$ cat config.mk
export PLATFORM = sky130hd
export DESIGN_NAME = reduce_gate_acc
export DESIGN_NICKNAME = d
export VERILOG_FILES = /design/src/rtl/reduce_gate_pkg.sv /design/src/rtl/reduce_gate_core.sv /design/src/rtl/reduce_gate_acc.sv
export SDC_FILE = /design/constraint.sdc
export NUM_CORES = 1
export LEC_CHECK = 0
export CAP_MARGIN = 0
export CORE_ASPECT_RATIO = 1.1
export CORE_MARGIN = 2
export CORE_UTILIZATION = 50
export CTS_BUF_LIST = sky130_fd_sc_hd__clkbuf_16
export DETAILED_ROUTE_END_ITERATION = 12
export GPL_TIMING_DRIVEN = 0
export PLACE_DENSITY = 0.82
export SYNTH_ARGS = -nofsm -noshare
export SYNTH_HDL_FRONTEND = slang
export SYNTH_SLANG_ARGS = --single-unit
$ cat constraint.sdc
create_clock -name clk -period 5.8 [get_ports clk]
set_input_delay 1.16 -clock clk [delete_from_list [all_inputs] [get_ports clk]]
set_output_delay 1.16 -clock clk [all_outputs]
set_load 0.01 [all_outputs]
$ cat src/rtl/reduce_gate_pkg.sv
// reduce_gate_pkg: op encodings, FSM states and base-op helpers for reduce_gate_acc
package reduce_gate_pkg;
  localparam logic [2:0] OP_AND  = 3'b000;
  localparam logic [2:0] OP_OR   = 3'b001;
  localparam logic [2:0] OP_XOR  = 3'b010;
  localparam logic [2:0] OP_NAND = 3'b011;
  localparam logic [2:0] OP_NOR  = 3'b100;
  localparam logic [2:0] OP_XNOR = 3'b101;
  typedef enum logic [1:0] {S_IDLE, S_ACCUM, S_HOLD} state_t;
  typedef enum logic [1:0] {B_AND, B_OR, B_XOR} base_t;
  function automatic base_t base_of(input logic [2:0] op);
    return (op == OP_OR || op == OP_NOR) ? B_OR :
           (op == OP_XOR || op == OP_XNOR) ? B_XOR : B_AND;
  endfunction
  function automatic logic inv_of(input logic [2:0] op);
    return op == OP_NAND || op == OP_NOR || op == OP_XNOR;
  endfunction
  function automatic logic is_rsvd(input logic [2:0] op);
    return op[2] & op[1];
  endfunction
  function automatic logic fold(input logic a, input logic b, input base_t base);
    return base == B_AND ? a & b : base == B_OR ? a | b : a ^ b;
  endfunction
endpackage

$ cat src/rtl/reduce_gate_core.sv
// reduce_gate_core: reduces one beat of gate inputs with the selected base op
module reduce_gate_core
  import reduce_gate_pkg::*;
#(
  parameter int WIDTH = 3
) (
  input  logic [WIDTH-1:0] data,
  input  base_t            base,
  output logic             r
);
  always_comb r = base == B_AND ? &data : base == B_OR ? |data : ^data;
endmodule

$ cat src/rtl/reduce_gate_acc.sv
// reduce_gate_acc: accumulates per-beat gate reductions over a frame and offers one result
module reduce_gate_acc
  import reduce_gate_pkg::*;
#(
  parameter int WIDTH   = 3,
  parameter int COUNT_W = 8
) (
  input  logic               clk,
  input  logic               rst,
  input  logic [WIDTH-1:0]   in_data,
  input  logic [2:0]         in_op,
  input  logic               in_valid,
  input  logic               in_last,
  output logic               in_ready,
  output logic               y,
  output logic [COUNT_W-1:0] y_count,
  output logic               y_err,
  output logic               y_valid,
  input  logic               y_ready
);
  state_t     state;
  logic [2:0] op_q;
  logic       acc;
  logic       take;
  logic       first;
  logic       r;
  logic [2:0] op_eff;
  base_t      base;
  assign in_ready = state != S_HOLD;
  assign y_valid  = state == S_HOLD;
  assign take     = in_valid && in_ready;
  assign first    = state == S_IDLE;
  assign op_eff   = first ? in_op : op_q;
  assign base     = base_of(op_eff);
  // inversion is applied once here, never folded into the per-beat accumulator
  assign y        = y_err ? 1'b0 : acc ^ inv_of(op_q);
  reduce_gate_core #(.WIDTH(WIDTH)) u_core (
    .data(in_data),
    .base(base),
    .r   (r)
  );
  always_ff @(posedge clk or posedge rst) begin
    if (rst) begin
      state   <= S_IDLE;
      op_q    <= OP_AND;
      acc     <= 1'b0;
      y_count <= '0;
      y_err   <= 1'b0;
    end else if (take) begin
      op_q    <= op_eff;
      acc     <= first ? r : fold(acc, r, base);
      y_count <= first ? COUNT_W'(1) : (&y_count ? y_count : y_count + COUNT_W'(1));
      y_err   <= first ? is_rsvd(in_op) : y_err;
      state   <= in_last ? S_HOLD : S_ACCUM;
    end else if (state == S_HOLD && y_ready) begin
      state <= S_IDLE;
    end
  end
endmodule
==> impl_summary.md <==
Power and ir drop
In this run the static leakage power is around 0.56 nW. The analysis attributes to net switching a power of 0.2525 mW. Overall power consumption after layout is estimated at around 0.66 mW. Cell internal power was estimated by the tool at between 0.4 and 0.5 mW. The switching part of the total power is about two fifths.

The clock network burns about a fifth of the power. The peak supply drop is 0.3890 mV. Registers are responsible for between 20% and 30% of the overall power. In this run the power density over the cells is 517.8 nW/um^2.

Of the total power, combinational logic draws between 50% and 60%.

CTS
In this run the post-CTS setup repair buffer count came out at 0. In this run, post-CTS repair resized a total of 0 instances. Clock latency on the worst-skew pair, taken at its later pin, is ~0.24 ns. CTS built an H-tree with a depth of 1. In this run, CTS created clock tree buffers numbering 3. The register clock-pin slew on the reported worst setup and hold paths is 0.05 ns. The clock tree from TritonCTS is built.

Hold repair after CTS inserted 0 buffers. The number of sinks on the clock net is 15. The clock tree root buffer cell is sky130_fd_sc_hd__clkbuf_16. The clock passes through at most 2 buffers.

Drt
The via count is ~850. The final layout contains routed wiring with a total length of 2.076 mm. The first-pass iteration count of the detailed router is 4.

In the final routed layout, each cell accounts on average for 13.57 um. In this run, the number of DRC markers left after iteration 0 of detailed routing was 14. After detailed routing, the number of remaining DRC violations is 0. The remaining antenna violation count after routing is 0.

Using the TritonRoute via totals, the vias-per-cell ratio works out to 5.523.

Cells and area
Leaving out fill and tap cells, the most frequent cells in the layout are sky130_fd_sc_hd__clkdlybuf4s50_1, sky130_fd_sc_hd__nor2_1, sky130_fd_sc_hd__dfrtp_1. Relative to the synthesized area, the layout overhead comes to 33.60%. Leaving out fill and tap cells, the most frequent cell in the layout is sky130_fd_sc_hd__clkdlybuf4s50_1. Of the cells placed in the final design, the portion with a size suffix greater than 1 is 6.667%. The antenna cell count is 0. For this run, the post-layout net count is about 150. The finished cells cover around 1300 um^2.

The final-layout fill cell count is 150. Excluding fillers, the count of instances in the completed layout stands at between 150 and 200. The final core utilization is 70.97%.

Critical path
The worst endpoint required time is just under 6 ns. The critical path start-end classification is in2reg. The family of cells with the greatest summed delay on the critical path is compound AO/OA/AOI/OAI gates.

For this run, the slowest stage of the critical path takes between 0.4 and 0.5 ns. The number of buffers and inverters on the critical path is 1. Walking the worst path, the cells encountered are clkdlybuf4s50_1, nor4_1, a21oi_2, a21o_1, a221o_1, a21boi_0, ha_1, o21ai_0, a31oi_1, a31o_1, o211a_1. The worst setup path is captured at a flip-flop.

The worst-path maximum fanout is 4. Among all stages on the critical path, the largest delay is contributed by sky130_fd_sc_hd__clkdlybuf4s50_1. For flop-to-flop paths, the worst setup slack is between 3 and 4 ns. STA classifies the critical path startpoint as a primary input. The arrival time reported for the critical path endpoint is 3.58 ns.

Yosys
The number of synthesized flops with an enable pin is 0. For this run, the leading register cell type out of synthesis is sky130_fd_sc_hd__dfrtp_1. The post-synthesis cell type count is 29.

The proportion of register bits with asynchronous set or reset after synthesis is 100.0%. After synthesis, the cell types taking the most area are sky130_fd_sc_hd__dfrtp_1, sky130_fd_sc_hd__xnor2_1, sky130_fd_sc_hd__nor2_1, sky130_fd_sc_hd__ha_1, sky130_fd_sc_hd__mux2i_1. The synthesized area per cell is about 9 um^2. The synthesized netlist net count is 124. The Yosys step of the flow raised 0 warnings. The most area-hungry cell type in the Yosys netlist is sky130_fd_sc_hd__dfrtp_1. The fraction of synthesized cell area taken by the top area cell type is between 30% and 40%. The total of flip-flops plus latches after synthesis is 15.

Summing the sequential cell areas from Yosys gives approximately two fifths of the chip area. The synthesized area is 957.2 um^2. The number of instances in the synthesized netlist is 109.

Die
The total area inside the core boundary comes to 1802 um^2. The die is around 46 um wide. The top-level port count is 23. The die covers roughly 2300 um^2. The number of rows in the core area is 16. The effective utilization at floorplan is a little over half. The floorplan die height is 49.89 um.

Placed design
The weighted congestion reported at the end of routability-driven placement is roughly 0.74. The post-placement setup slack is approximately 2.1 ns. The placed standard-cell area is 1200 um^2.

After detailed placement, the design holds a cell count of around 150. The half-perimeter wire length after detailed placement is about 1.5 mm. During placement, the flow inserted port buffers numbering 22.

GRT
The initial antenna violation count is 0. The via count of the first global-routing pass is about 780. The maximum number of pins on one net before global-route repair is 16. The global-route wire length before repair is about 3.4 mm. Across every metal layer, demand over resource in global routing totals 20.25%. The leftover overflow at the end of global routing is 0.

Timing
The highest clock frequency the design can meet is between 0.2 and 0.3 GHz. The count of pins over their slew limit was 0. Setup repair after global routing left no endpoint under its margin. Once routing completed, OpenROAD measured the worst setup slack at around 2.4 ns. Headroom to the max-slew limit came out at between 60% and 70%.

The final total negative setup slack is 0 ns. The worst path in the final design needs a cycle of 3.450 ns, including I/O delays and setup. The slew at the pin closest to its max-slew limit is between 0.5 and 0.6 ns. The number of hold violations in the final report is 0.

The worst clock skew on the final layout is ~0.0018 ns. Final hold analysis gives a worst-case slack of about 0.54 ns. The total of endpoints with negative setup slack in the final report is 0.

The post-route clock period utilization is about 60%.

Outcome
The run finished with clean final reports.

Run
The max-capacitance violation count is 0.

Min path
The worst hold-check path type is reg2reg.
[state kept, by name, summed over array words and instances, names as in the netlist]
name and count:
y_count 8, op_q 3, state 2, acc 1, y_err 1
[power groups by stage]
stage          Sequential (mW)  Clock [mW]  Combinational [mW]
2_1_floorplan            0.189           0               0.224
3_3_place_gp             0.189           0               0.331
3_5_place_dp             0.190           0               0.342
4_1_cts                  0.190       0.133               0.347
5_1_grt                  0.197       0.139               0.376
6_report                 0.190       0.130               0.342
[Yosys cell counts, drive strengths merged (2+ instances only)]
cell type and n:
xor2 3, mux2i 4, ha 4, a21oi 6, nand4 3, nor3 2
mux2 2, inv 8, nand2b 2, xnor2 8, dfrtp 15, nor2 18
a21boi 3, nand3 4, o21ai 7, nand2 9
[kinds of logic (layout without fill, tap and decap cells)]
logic type,Yosys count,count (layout),share of synthesized area [%]
XOR/XNOR,11,11,10.07
AND/OR/NAND/NOR,41,41,19.22
AO/OA/AOI/OAI,22,22,15.69
flip-flops,15,15,39.22
buffers and inverters,10,36,4.052
adder cells (fa/ha/maj),4,4,5.229
multiplexers,6,6,6.536
[worst paths after layout]
| path | end | depth (start not counted) | startpoint |
|---|---|---|---|
| max reg2reg | acc | 11 | state[0] |
| min in group asynchronous | y_count[3] | 2 | rst |
| min | y_count[1] | 2 | y_count[1] |
| max in group asynchronous | acc | 2 | rst |
| min reg2reg | y_count[1] | 2 | y_count[1] |
| max | acc | 11 | in_op[0] |
[worst register-to-register path, cell delays in order (launching register included)]
cell and delay [ns]:
sky130_fd_sc_hd__dfrtp_1 0.44, sky130_fd_sc_hd__nor2_2 0.24, sky130_fd_sc_hd__mux2i_1 0.46, sky130_fd_sc_hd__xnor2_1 0.27
sky130_fd_sc_hd__nand3_1 0.12, sky130_fd_sc_hd__o21ai_0 0.08, sky130_fd_sc_hd__a21boi_0 0.10, sky130_fd_sc_hd__ha_1 0.20
sky130_fd_sc_hd__o21ai_0 0.16, sky130_fd_sc_hd__a31oi_1 0.06, sky130_fd_sc_hd__a31o_1 0.20, sky130_fd_sc_hd__o211a_1 0.20
[per-layer routing]
metal	wire [um]	GRT usage, %	share of wire [%]	vias up
met1	889	23.31	43	394
met4	34	7.143	1.6	0
met2	1073	35.21	52	19
li1	-	-	-	427
met5	0	0	0	-
met3	78	4.762	3.8	5
[cell type report]
class | instances | area [um^2] | share of cell area (%)
well taps | 18 | 22.52 | 1.761
flip-flops and latches | 15 | 375.4 | 29.35
repair buffers | 22 | 220.2 | 17.22
plain buffers | 2 | 8.758 | 0.6849
clock inverters | 1 | 3.754 | 0.2935
inverters | 8 | 30.03 | 2.348
clock buffers | 3 | 75.07 | 5.871
multi-input cells | 84 | 543.0 | 42.47
Note: power is estimated with default switching activity, not from simulation.
